===== src/rtl/mac_pkg.sv =====
// mac_pkg: shared types and default parameters for the MAC datapath blocks.
//   csa_acc_state_t : csa_accum control states (ACCUM, RESOLVE, OUTPUT)
//   CSA_N / CSA_LANES / CSA_CNT_W : default operand width, lanes per beat, counter width
package mac_pkg;

  typedef enum logic [1:0] {
    ACCUM   = 2'd0,
    RESOLVE = 2'd1,
    OUTPUT  = 2'd2
  } csa_acc_state_t;

  localparam int unsigned CSA_N     = 32;
  localparam int unsigned CSA_LANES = 2;
  localparam int unsigned CSA_CNT_W = 8;

endpackage


===== src/rtl/csa_accum_if.sv =====
// csa_accum_if: beat input and result output handshakes of csa_accum.
//   in_valid/in_ready/in_data/in_last : operand beats, LANES lanes of N bits
//   out_valid/out_ready/out_sum/out_count : packet result and beat count
// Modports: master = traffic source/sink, slave = the accumulator.
interface csa_accum_if
  import mac_pkg::*;
#(
  parameter int unsigned N     = CSA_N,
  parameter int unsigned LANES = CSA_LANES,
  parameter int unsigned CNT_W = CSA_CNT_W
) ();

  logic               in_valid;
  logic               in_ready;
  logic [LANES*N-1:0] in_data;
  logic               in_last;
  logic               out_valid;
  logic               out_ready;
  logic [N-1:0]       out_sum;
  logic [CNT_W-1:0]   out_count;

  modport master (
    output in_valid, in_data, in_last, out_ready,
    input  in_ready, out_valid, out_sum, out_count
  );

  modport slave (
    input  in_valid, in_data, in_last, out_ready,
    output in_ready, out_valid, out_sum, out_count
  );

endinterface


===== src/rtl/csa_row.sv =====
// csa_row: one 3:2 compressor row of N independent full adders.
//   a, b, c : operand vectors
//   sum     : bitwise sum
//   carry   : raw (unshifted) carry; the caller applies the weight shift
module csa_row #(
  parameter int unsigned N = 32
) (
  input  logic [N-1:0] a,
  input  logic [N-1:0] b,
  input  logic [N-1:0] c,
  output logic [N-1:0] sum,
  output logic [N-1:0] carry
);

  always_comb begin
    sum   = a ^ b ^ c;
    carry = (a & b) | (a & c) | (b & c);
  end

endmodule


===== src/rtl/csa_accum.sv =====
// csa_accum: carry-save accumulator. Each accepted beat of LANES operands is folded
// into a redundant sum/carry pair with no carry propagation; the packet total is
// resolved by one carry-propagate add after the last beat.
//   clk, rst : clock, asynchronous active-high reset
//   bus      : slave side of csa_accum_if (beat input, result output with beat count)
module csa_accum
  import mac_pkg::*;
#(
  parameter int unsigned N     = CSA_N,
  parameter int unsigned LANES = CSA_LANES,
  parameter int unsigned CNT_W = CSA_CNT_W
) (
  input  logic        clk,
  input  logic        rst,
  csa_accum_if.slave  bus
);

  csa_acc_state_t state_q, state_d;

  logic [N-1:0]     acc_ps_q, acc_pc_q;
  logic [CNT_W-1:0] cnt_q;
  logic             out_valid_q;
  logic [N-1:0]     out_sum_q;
  logic [CNT_W-1:0] out_count_q;

  logic in_ready;
  logic accept;
  logic out_hs;

  // Row k compresses {ps_chain[k], pc_chain[k], lane k}; pc_chain carries are pre-shifted.
  logic [LANES:0][N-1:0]   ps_chain;
  logic [LANES-1:0][N-1:0] pc_chain;
  logic [LANES-1:0][N-1:0] carry_raw;

  assign ps_chain[0] = acc_ps_q;
  assign pc_chain[0] = acc_pc_q << 1;

  for (genvar k = 0; k < int'(LANES); k++) begin : g_row
    csa_row #(
      .N (N)
    ) u_row (
      .a     (ps_chain[k]),
      .b     (pc_chain[k]),
      .c     (bus.in_data[k*N +: N]),
      .sum   (ps_chain[k+1]),
      .carry (carry_raw[k])
    );
    if (k + 1 < int'(LANES)) begin : g_shift
      assign pc_chain[k+1] = carry_raw[k] << 1;
    end
  end

  // State register
  always_ff @(posedge clk or posedge rst) begin
    if (rst) begin
      state_q <= ACCUM;
    end else begin
      state_q <= state_d;
    end
  end

  // Next state
  always_comb begin
    state_d = state_q;
    unique case (state_q)
      ACCUM:   if (accept && bus.in_last) state_d = RESOLVE;
      RESOLVE: state_d = OUTPUT;
      OUTPUT:  if (out_hs) state_d = ACCUM;
      default: state_d = ACCUM;
    endcase
  end

  // State decode
  always_comb begin
    in_ready = (state_q == ACCUM);
    accept   = bus.in_valid && in_ready;
    out_hs   = out_valid_q && bus.out_ready;
  end

  // Datapath. accept (ACCUM) and out_hs (OUTPUT) never coincide.
  always_ff @(posedge clk or posedge rst) begin
    if (rst) begin
      acc_ps_q    <= '0;
      acc_pc_q    <= '0;
      cnt_q       <= '0;
      out_valid_q <= 1'b0;
      out_sum_q   <= '0;
      out_count_q <= '0;
    end else begin
      if (accept) begin
        acc_ps_q <= ps_chain[LANES];
        // Stored unshifted; the weight shift is applied where it is consumed.
        acc_pc_q <= carry_raw[LANES-1];
        cnt_q    <= (&cnt_q) ? cnt_q : cnt_q + CNT_W'(1);
      end
      if (state_q == RESOLVE) begin
        out_sum_q   <= acc_ps_q + (acc_pc_q << 1);
        out_count_q <= cnt_q;
        out_valid_q <= 1'b1;
      end
      if (out_hs) begin
        acc_ps_q    <= '0;
        acc_pc_q    <= '0;
        cnt_q       <= '0;
        out_valid_q <= 1'b0;
      end
    end
  end

  assign bus.in_ready  = in_ready;
  assign bus.out_valid = out_valid_q;
  assign bus.out_sum   = out_sum_q;
  assign bus.out_count = out_count_q;

endmodule


===== src/flat_wrapper.sv =====
// flat-port wrapper written by rule: the top's interface ports become plain ports
module csa_accum_flat import mac_pkg::*;
#(
  parameter int unsigned N     = CSA_N,
  parameter int unsigned LANES = CSA_LANES,
  parameter int unsigned CNT_W = CSA_CNT_W
)
  (clk, rst, bus_in_valid, bus_in_data, bus_in_last, bus_out_ready, bus_in_ready, bus_out_valid, bus_out_sum, bus_out_count);
  csa_accum_if #(.N(N), .LANES(LANES), .CNT_W(CNT_W)) bus_i ();
  input  logic clk;
  input  logic rst;
  input wire logic [$bits(bus_i.in_valid)-1:0] bus_in_valid;
  input wire logic [$bits(bus_i.in_data)-1:0] bus_in_data;
  input wire logic [$bits(bus_i.in_last)-1:0] bus_in_last;
  input wire logic [$bits(bus_i.out_ready)-1:0] bus_out_ready;
  output wire logic [$bits(bus_i.in_ready)-1:0] bus_in_ready;
  output wire logic [$bits(bus_i.out_valid)-1:0] bus_out_valid;
  output wire logic [$bits(bus_i.out_sum)-1:0] bus_out_sum;
  output wire logic [$bits(bus_i.out_count)-1:0] bus_out_count;
  assign bus_i.in_valid = bus_in_valid;
  assign bus_i.in_data = bus_in_data;
  assign bus_i.in_last = bus_in_last;
  assign bus_i.out_ready = bus_out_ready;
  assign bus_in_ready = bus_i.in_ready;
  assign bus_out_valid = bus_i.out_valid;
  assign bus_out_sum = bus_i.out_sum;
  assign bus_out_count = bus_i.out_count;
  csa_accum #(.N(N), .LANES(LANES), .CNT_W(CNT_W)) u_core (.clk(clk), .rst(rst), .bus(bus_i));
endmodule

===== config.mk =====
export PLATFORM = sky130hd
export DESIGN_NAME = csa_accum_flat
export DESIGN_NICKNAME = d
export VERILOG_FILES = /design/src/rtl/mac_pkg.sv /design/src/rtl/csa_accum_if.sv /design/src/rtl/csa_row.sv /design/src/rtl/csa_accum.sv /design/src/flat_wrapper.sv
export SDC_FILE = /design/constraint.sdc
export NUM_CORES = 1
export LEC_CHECK = 0
export BUFFER_PORTS_ARGS = -buffer_cell sky130_fd_sc_hd__buf_4
export CORE_MARGIN = 3
export CORE_UTILIZATION = 40
export DETAILED_ROUTE_END_ITERATION = 10
export HOLD_SLACK_MARGIN = 0.02
export PLACE_DENSITY = 0.58
export SLEW_MARGIN = 5
export SYNTH_ARGS = -nofsm -noshare
export SYNTH_HDL_FRONTEND = slang
export SYNTH_SLANG_ARGS = --single-unit

===== constraint.sdc =====
create_clock -name clk -period 4.97 [get_ports clk]
set_clock_uncertainty 0.1 [all_clocks]
set_input_delay 0.994 -clock clk [delete_from_list [all_inputs] [get_ports clk]]
set_output_delay 0.994 -clock clk [all_outputs]
set_load 0.03 [all_outputs]

# --- Yosys cells after proc, flatten, opt, wreduce, memory -nomap -nowiden ---
# Index checks and enable logic that the tools add are counted.
word_totals:
  output_inout_bits: 42
  elab_cells: 49
  ff_bits: 114
op_classes:
  mux: 12
  n_reduce_logical: 9
  eq_ne: 5
  bitwise: 14
  n_addsub: 2
ops:
  columns: ["cell", "n"]
  rows:
  - ["$and A31 B31 Y31", 6]
  - ["$xor A32 B32 Y32", 4]
  - ["$or A31 B31 Y31", 4]
  - ["$mux W32", 2]
  - ["$mux W31", 2]
  - ["$add A32 B32 Y32", 1]
  - ["$mux W8", 3]
  - ["$add A8 B1 Y8 const B", 1]
  - ["$reduce_and A8 Y1", 1]
  - ["$ne A2 B1 Y1 const B", 3]
  - ["$pmux W2 S3", 1]
  - ["$mux W2", 2]
  - ["$reduce_and A2 Y1", 2]
  - ["$reduce_bool A2 Y1", 2]
  - ["$logic_and A1 B1 Y1", 3]
  - ["$eq A2 B1 Y1 const B", 1]
  - ["$eq A2 B2 Y1 const B", 1]
  - ["$logic_not A2 Y1", 1]
  - ["$mux W1", 2]

# --- Depth between registers and ports, before layout ---
# Gate-level depths: netlist of run 1.
depth:
  depth_word: 8
  depth_mapped: 9

# --- By module ---
# From an unflattened synthesis of run 1, not the netlist that was laid out.
unflattened:
  cells_unflattened: 761
  hier_area_um2: 7362.1
by_module_without_submodules:
  columns: ["module", "cells_per_inst", "area_each_um2", "n_inst", "seq_area_each_um2"]
  rows:
  - ["csa_accum", 697, 6080.8, 1, 2852.7]
  - ["csa_row", 32, 640.6, 2, 0.0]

# --- Least setup slack after synthesis of run 1 ---
# No wires, ideal clock.
synth_path:
  path_kind: "register -> register"
  startpoint: "register u_core.acc_pc_q[0]"
  endpoint: "register u_core.out_sum_q[29] (netlist: u_core.bus.out_sum[29])"
  period_less_slack_ps: 2555
  n_path_buf: 0
  t_required_ps: 4739
  arrival_time_ps: 2324
  path_slack_ps: 2415
  path_stages_with_launch: 10
  path_cell_list: "dfrtp_1 ha_1 inv_1 fa_1 nand2b_1 a21oi_2 o211ai_1 o31ai_2 nor3_1 or3_1"
synth_via:
  elab_chain_len: 1
synth_rtl:
  columns: ["item", "line", "text"]
  rows:
  - ["start, declared", "csa_accum.sv:20", "logic [N-1:0] acc_ps_q, acc_pc_q;"]
  - ["start signal, assigned", "csa_accum.sv:93", "acc_pc_q <= carry_raw[LANES-1];"]
  - ["$add A32 B32 Y32", "csa_accum.sv:97", "out_sum_q <= acc_ps_q + (acc_pc_q << 1);"]
  - ["end signal, assigned", "csa_accum.sv:97", null]
  - ["end, declared", "csa_accum.sv:23", "logic [N-1:0] out_sum_q;"]
# Every way passes these cells.
# A chain may end at the register's enable or synchronous reset.

# --- Worst setup path after layout of run 1 ---
# Ends and elaborated chain as after synthesis.

==> qor.csv, run 1 <==
stage,metric,value,unit
run_status,status,"finished, final reports clean",
worst_setup_path,CP endpoint,u_core.bus.out_sum[29]$_DFFE_PP0P_,
clocking,"Clk pin slew, worst setup/hold paths",60,ps
worst_setup_path,R2R depth,9,
power_and_ir_drop,PwrDens,602,nW/um2
detailed_routing,Iter 0 DRT Violations,341,
finish,Nets,1062,
grt,first-pass GRT wire length,31800,um
timing,fin crit share,59.2,%
timing,Slew headroom,39.6,%
timing,RSZ-0062 raised after global routing,false,
detailed_routing,vias per inst,5.26,
logic_synthesis,synthesis-stage register bit count,114,
placed_design,Placed Cells,1109,
floorplanning,Die H,143,um
floorplanning,Placement Rows,49,
logic_synthesis,Post-Syn Instances,802,
floorplanning,core area,18200,um2
clocking,clk buf depth,2,
logic_synthesis,Post-Syn Area,7540,um2
min_path,Hold WC Path Type,reg2reg,
timing,Final setup viols,0,
worst_setup_path,type of origin of the critical path,flip-flop,
logic_synthesis,yosys warns,0,
logic_synthesis,largest cells by area after synthesis,"dfrtp_1 (38%), fa_1 (16%), nand2_1 (10%), a21oi_1 (6.6%), ha_1 (5.5%)",
logic_synthesis,ys async rst share,100,%
job,Max-cap violations,0,
placed_design,PortBufs,110,
timing,post-layout min period,2940,ps
worst_setup_path,CP Capture Type,flip-flop,
logic_synthesis,Synth top area share,37.8,%
power_and_ir_drop,leakage,4.23,nW
floorplanning,Initial Utilization,41.4,%
detailed_routing,drt pass-1 iters,5,
floorplanning,Die Area,20500,um2
grt,Overflow after GRT,0,
detailed_routing,routed wire length,19000,um
placed_design,placed wire-length estimate,14100,um
timing,Worst Tran Pin Value,906,ps
logic_synthesis,Post-synth EDFFs,0,
worst_setup_path,critical path type,reg2reg,
clocking,Root Buffer,clkbuf_16,
worst_setup_path,worst-path fanout max,5,
finish,number of fill cells,1753,
clocking,CTS tree,built,
detailed_routing,vias,6002,
finish,Seq. cell area,2850,um2
power_and_ir_drop,maximum vdd drop,0.000236,V
timing,Fin Setup TNS,0,ps
finish,number of diodes,0,
worst_setup_path,reg2reg setup slack,2030,ps
finish,final core occ,50.1,%
finish,ratio of cells with drive above 1 in the final layout,18.2,%
detailed_routing,number of remaining DRC errors,0,
worst_setup_path,FF-to-FF End,u_core.bus.out_sum[29]$_DFFE_PP0P_,
logic_synthesis,syn_nets,965,
finish,multi-input combinational cell area,4490,um2
clocking,Post-CTS Setup Inserts,0,
logic_synthesis,sequential cell area fraction in the yosys report,37.8,%
clocking,hold buffer count at cts,0,
worst_setup_path,WP data arrival,3140,ps
clocking,clk sinks,114,
grt,vias in the first global route,5998,
timing,count of final hold-check violations,0,
grt,Global Route Usage Sum,19.6,%
clocking,cts repair resizes,0,
floorplanning,I/O pin total,111,
detailed_routing,antenna violation net count after detailed routing,0,
clocking,CTS buffer count,17,
worst_setup_path,FF-to-FF Start,u_core.acc_pc_q[0]$_DFFE_PP0P_,
logic_synthesis,top_reg_cell synth,dfrtp_1,
floorplanning,die span in x,143,um
detailed_routing,wire length per cell,16.7,um
worst_setup_path,CP required,5170,ps
logic_synthesis,number of distinct library cells after synthesis,65,
power_and_ir_drop,Total Power,0.00548,W
placed_design,placer congestion estimate,0.842,
logic_synthesis,top-count cell post-synth,nand2_1,
logic_synthesis,most instantiated cells after synthesis,"nand2_1 (204), dfrtp_1 (114), a21oi_1 (99)",
finish,Synth-to-Final Area Change,20.9,%
timing,final slew viol count,0,
clocking,CTS H-Tree Depth,4,
finish,post-route insts no fill,1141,
grt,largest net degree at the start of global routing,74,
timing,FMAX,340,MHz
worst_setup_path,crit path from,u_core.acc_pc_q[0]$_DFFE_PP0P_,
logic_synthesis,syn avg cell area,9.40,um2
clocking,worst skew pair latency,420,ps
logic_synthesis,biggest area consumer among synthesized cells,dfrtp_1,
grt,antenna violations before repair,0,
## power breakdown
group | switching [W] | internal (W)
Sequential | 0.000306 | 0.00127
Combinational | 0.00167 | 0.00108
Clock | 0.000475 | 0.000689
## state kept, by name (all words and copies together) (netlist names)
register / flops
u_core.acc_ps_q: 32
u_core.acc_pc_q: 31
u_core.state_q: 2
u_core.bus.out_sum: 32
u_core.cnt_q: 8
u_core.bus.out_valid: 1
u_core.bus.out_count: 8
## cell families (layout without fill, tap and decap cells)
family	count (synthesis)	after routing	share of synthesized area, %
simple gates	310	310	17.8
flops	114	114	37.8
fa+ha+maj	94	94	21.7
compound gates	207	207	17.0
xor+xnor	24	24	2.79
mux	2	2	0.266
buf+inv	51	161	2.72
## metal layers
layer	track usage, %	share of wire, %
met3	3.46	4.8
met4	5.45	1.3
met5	0	0
met2	28.3	44
met1	30.5	50
## cell type report
class / instances / share of cell area [%]
Inverter: 12 / 0.522
Tap cell: 229 / 3.14
Clock inverter: 15 / 1.51
Timing Repair Buffer: 117 / 9.64
Clock buffer: 17 / 4.67
Sequential cell: 114 / 31.3
Multi-Input combinational cell: 637 / 49.2
## per-stage QoR
stage / hold slack [ps] / worst slack, ps / instance area (um2)
final: 375 / 2030 / 9110
after floorplan: 365 / 860 / 7540
after detailed placement: 369 / 1880 / 8550
after global routing: 406 / 1850 / 9110
after global placement: 362 / 1880 / 8550
after CTS: 385 / 2050 / 9110
## worst min-delay path by stage
stage / start / to / slack, ps / depth (start not counted)
3_3_place_gp: u_core.bus.out_count[2]$_DFFE_PP0P_ / u_core.bus.out_count[2]$_DFFE_PP0P_ / 360 / 2
3_5_place_dp: u_core.bus.out_sum[1]$_DFFE_PP0P_ / u_core.bus.out_sum[1]$_DFFE_PP0P_ / 370 / 2
2_1_floorplan: u_core.acc_ps_q[0]$_DFFE_PP0P_ / u_core.bus.out_sum[0]$_DFFE_PP0P_ / 360 / 2
4_1_cts: u_core.bus.out_sum[4]$_DFFE_PP0P_ / u_core.bus.out_sum[4]$_DFFE_PP0P_ / 390 / 2
6_report: u_core.bus.out_sum[4]$_DFFE_PP0P_ / u_core.bus.out_sum[4]$_DFFE_PP0P_ / 370 / 2
5_1_grt: u_core.bus.out_sum[5]$_DFFE_PP0P_ / u_core.bus.out_sum[5]$_DFFE_PP0P_ / 410 / 2
## cell usage in the layout (no fill, tap or decap), types with 3 or more instances in the layout
| cell type | count |
|---|---|
| dfrtp_1 | 114 |
| o211ai_1 | 6 |
| nor2_1 | 37 |
| o21a_1 | 5 |
| o31ai_2 | 3 |
| clkinvlp_4 | 6 |
| nor3_1 | 8 |
| nand2b_1 | 7 |
| o21ai_1 | 6 |
| nand4_1 | 9 |
| clkbuf_16 | 17 |
| or3_1 | 3 |
| clkinv_4 | 4 |
| a211o_1 | 3 |
| nand2_1 | 204 |
| o21ai_0 | 37 |
| ha_1 | 33 |
| xor2_1 | 14 |
| a21oi_1 | 99 |
| buf_4 | 117 |
| o31ai_1 | 5 |
| nand3_1 | 12 |
| xnor2_1 | 10 |
| a31oi_1 | 4 |
| inv_1 | 11 |
| and3_1 | 4 |
| a21o_1 | 6 |
| fa_1 | 61 |
| and2_1 | 7 |
| a22oi_1 | 3 |
## worst max-delay path, stage by stage (launching register included)
cell and delay [ps]:
dfrtp_1 390, ha_1 200, inv_1 70, fa_1 460, nand2b_1 200, a21oi_2 280
o211ai_1 240, o31ai_2 440, nor3_1 100, or3_1 340
No activity file was read; power rests on OpenSTA's default activity.
==> run 2, diff against run 1 <==
- ABC_AREA: not set -> 1
- PLACE_DENSITY: 0.58 -> 0.6
- clock period: 4.97 -> 2.7 ns (I/O delays scaled with it)
==> qor.csv, run 2 <==
stage,metric,value,unit,change
run_status,status,"finished, final reports clean",,
timing,final slew viol count,0,,unchanged
finish,number of diodes,0,,unchanged
logic_synthesis,sequential cell area fraction in the yosys report,35.5,%,-2.4 points
floorplanning,Die Area,21800,um2,+6.4%
worst_setup_path,WP data arrival,2530,ps,-610 ps
detailed_routing,vias,6705,,+12%
floorplanning,Initial Utilization,41.0,%,-0.36 points
timing,FMAX,432,MHz,+27%
worst_setup_path,worst path cell trace,"ha_1, inv_1, fa_1, inv_1, nand3_1, nand3_1, nand3_1, nand3_1, nand2_1, nand2_1, nand2_1, nand3_1, nand2_1",,
grt,first-pass GRT wire length,34600,um,+8.8%
timing,count of final hold-check violations,0,,unchanged
finish,most frequent cells in the layout,"nand2_1 (390), buf_4 (119), inv_1 (116)",,
power_and_ir_drop,leakage,5.31,nW,+25%
placed_design,placed wire-length estimate,15600,um,+10%
finish,Nets,1293,,+22%
logic_synthesis,largest cells by area after synthesis,"dfrtp_1 (35%), nand2_1 (18%), fa_1 (15%), nand3_1 (6.7%), inv_1 (5.5%)",,
logic_synthesis,biggest area consumer among synthesized cells,dfrtp_1,,
detailed_routing,number of remaining DRC errors,0,,unchanged
logic_synthesis,largest family of logic cells by synthesized area,simple AND/OR/NAND/NOR gates,,
logic_synthesis,Post-Syn Area,8040,um2,+6.7%
grt,Overflow after GRT,0,,unchanged
worst_setup_path,reg2reg setup slack,390,ps,-1640 ps
logic_synthesis,Synth Area in XOR/XNOR,2.18,%,-0.61 points
logic_synthesis,ys async rst share,100,%,unchanged
power_and_ir_drop,Internal Power,0.00600,W,+98%
timing,Worst Tran Pin Value,634,ps,-272 ps
logic_synthesis,Synth Area in Adders,20.3,%,-1.4 points
placed_design,PortBufs,110,,unchanged
worst_setup_path,CP max-delay cell,fa_1,,
power_and_ir_drop,Sw Share,46.5,%,+1.9 points
worst_setup_path,R2R depth,13,,+4
power_and_ir_drop,NetSw,0.00522,W,+110%
logic_synthesis,number of distinct library cells after synthesis,34,,-48%
detailed_routing,routed wire length,20300,um,+6.7%
logic_synthesis,Synth top area share,35.5,%,-2.4 points
clocking,CTS buffer count,17,,unchanged
floorplanning,Die H,148,um,+3.1%
power_and_ir_drop,clock share of power,19.7,%,-1.5 points
worst_setup_path,FF-to-FF Start,u_core.acc_pc_q[0]$_DFFE_PP0P_,,
worst_setup_path,CP Capture Type,flip-flop,,
job,Max-cap violations,0,,unchanged
finish,final core occ,49.7,%,-0.37 points
logic_synthesis,most instantiated cells after synthesis,"nand2_1 (391), inv_1 (117), dfrtp_1 (114)",,
worst_setup_path,Critical Path Max Stage Delay,410,ps,-50 ps
placed_design,placer congestion estimate,0.896,,+6.4%
worst_setup_path,"most used cell, CP",nand3_1,,
finish,Synth-to-Final Area Change,21.1,%,
floorplanning,Placement Rows,51,,+4.1%
worst_setup_path,FF-to-FF End,u_core.bus.out_sum[29]$_DFFE_PP0P_,,
logic_synthesis,syn_nets,1182,,+22%
logic_synthesis,synthesis-stage register bit count,114,,unchanged
logic_synthesis,top-count cell post-synth,nand2_1,,
power_and_ir_drop,maximum vdd drop,0.000465,V,+97%
floorplanning,core area,19600,um2,+7.6%
worst_setup_path,CP required,2910,ps,-2260 ps
logic_synthesis,post-synthesis mux area share,0,%,-0.27 points
clocking,"Clk pin slew, worst setup/hold paths",60,ps,about the same
clocking,hold buffer count at cts,0,,unchanged
finish,number of fill cells,1991,,+14%
floorplanning,die span in x,148,um,+3.1%
logic_synthesis,Post-Syn Instances,1019,,+27%
clocking,worst skew pair latency,420,ps,about the same
worst_setup_path,critical path type,reg2reg,,
timing,Final setup viols,0,,unchanged
clocking,Post-CTS Setup Inserts,0,,unchanged
worst_setup_path,CP endpoint,u_core.bus.out_sum[29]$_DFFE_PP0P_,,
detailed_routing,drt pass-1 iters,5,,unchanged
finish,"commonest non-fill, non-tap cell in the layout",nand2_1,,
clocking,clk buf depth,2,,unchanged
detailed_routing,wire length per cell,14.4,um,-14%
logic_synthesis,yosys warns,0,,unchanged
logic_synthesis,syn avg cell area,7.89,um2,-16%
timing,Slew headroom,57.8,%,+18 points
finish,ratio of cells with drive above 1 in the final layout,16.4,%,-1.8 points
worst_setup_path,worst-path fanout max,5,,unchanged
timing,Fin Setup TNS,0,ps,unchanged
grt,antenna violations before repair,0,,unchanged
grt,largest net degree at the start of global routing,115,,+55%
timing,RSZ-0062 raised after global routing,false,,
detailed_routing,antenna violation net count after detailed routing,0,,unchanged
grt,Global Route Usage Sum,19.8,%,+0.15 points
power_and_ir_drop,PwrDens,1150,nW/um2,+92%
logic_synthesis,top_reg_cell synth,dfrtp_1,,
worst_setup_path,type of origin of the critical path,flip-flop,,
clocking,CTS tree,built,,
timing,post-layout min period,2310,ps,-627 ps
logic_synthesis,Synth Area in Simple Gates,30.0,%,+12 points
worst_setup_path,crit path from,u_core.acc_pc_q[0]$_DFFE_PP0P_,,
clocking,Root Buffer,clkbuf_16,,
logic_synthesis,Post-synth EDFFs,0,,unchanged
floorplanning,I/O pin total,111,,unchanged
clocking,CTS H-Tree Depth,4,,unchanged
logic_synthesis,Compound-Gate Fraction of Synth Area,4.56,%,-12 points
clocking,clk sinks,114,,unchanged
power_and_ir_drop,combinational share of power,53.0,%,+2.9 points
grt,vias in the first global route,6707,,+12%
detailed_routing,vias per inst,4.76,,-9.5%
power_and_ir_drop,part of the power in registers,27.3,%,-1.4 points
timing,fin crit share,85.7,%,+27 points
clocking,cts repair resizes,0,,unchanged
detailed_routing,Iter 0 DRT Violations,346,,+1.5%
min_path,Hold WC Path Type,in2async,,
==> run 2: cell types whose count changed after synthesis, sizes merged, moves of 6 or more <==
| cell | previous run | this run |
|---|---|---|
| nand2 | 204 | 397 |
| inv | 12 | 125 |
| nor2 | 37 | 49 |
| o211ai | 6 | 0 |
| clkbuf | 31 | 18 |
| xor2 | 14 | 6 |
| o21ai | 43 | 33 |
| nand2b | 8 | 0 |
| and2 | 9 | 0 |
| nand3 | 12 | 112 |
| a21oi | 100 | 24 |
==> run 2: routing by layer <==
layer / global-route usage [%] / vias to the layer above / part of all wire (%)
li1: - / 3407 / -
met1: 28.9 / 3133 / 49
met2: 30.5 / 147 / 45
met3: 3.59 / 18 / 4.5
met4: 5.41 / 0 / 1.3
met5: 0 / - / 0
==> run 2: cells by family (layout without fill, tap and decap cells) <==
family                     Yosys count  count (layout)
and+or+nand+nor                    572             572
buffers and inverters              153             277
DFF                                114             114
adders and majority gates           94              94
AOI/OAI and AO/OA                   66              66
xor gates and xnor gates            20              20
==> run 2: power groups by stage <==
stage | registers (W) | logic (W) | clock network (W)
after global placement | 0.00307 | 0.00594 | 0
after floorplan | 0.00337 | 0.00394 | 0
after global routing | 0.00318 | 0.00685 | 0.00232
after CTS | 0.00307 | 0.00604 | 0.00225
after detailed placement | 0.00309 | 0.00599 | 0
final | 0.00306 | 0.00594 | 0.00221
==> run 2: worst min path at each step <==
stage	from	end	cells past startpoint
3_3_place_gp	u_core.bus.out_sum[1]$_DFFE_PP0P_	u_core.bus.out_sum[1]$_DFFE_PP0P_	2
2_1_floorplan	u_core.cnt_q[7]$_DFFE_PP0P_	u_core.cnt_q[7]$_DFFE_PP0P_	2
5_1_grt	bus_in_last	u_core.state_q[0]$_DFFE_PP0P_	3
4_1_cts	rst	u_core.acc_ps_q[5]$_DFFE_PP0P_	3
6_report	rst	u_core.acc_ps_q[5]$_DFFE_PP0P_	3
3_5_place_dp	u_core.bus.out_sum[24]$_DFFE_PP0P_	u_core.bus.out_sum[24]$_DFFE_PP0P_	2
==> run 2: final cells by class <==
cell class,count,area (um2),area share [%]
inverters,125,478,4.91
clock buffers,18,439,4.51
clock inverters,14,129,1.32
flip-flops and latches,114,2850,29.3
repair buffers,120,913,9.38
well taps,265,332,3.41
multi-input cells,752,4590,47.2
==> run 2: metrics by stage <==
step / setup WS [ps] / total power, W / instances / hold slack (ps) / instance area (um2)
floorplan: 675 / 0.00731 / 1019 / 393 / 8050
global placement: 462 / 0.00901 / 1376 / 361 / 9170
detailed placement: 406 / 0.00908 / 1376 / 371 / 9170
CTS: 384 / 0.0114 / 1408 / 225 / 9730
global route: 196 / 0.0124 / 1408 / 255 / 9730
finish: 385 / 0.0112 / 1408 / 207 / 9730
==> run 2: worst max-delay path, delay by kind of cell (launching register included) <==
| kind | cells | cell delay, ps |
|---|---|---|
| adders and majority gates | 2 | 660 |
| and+or+nand+nor | 9 | 820 |
| DFF | 1 | 400 |
| buffers and inverters | 2 | 220 |
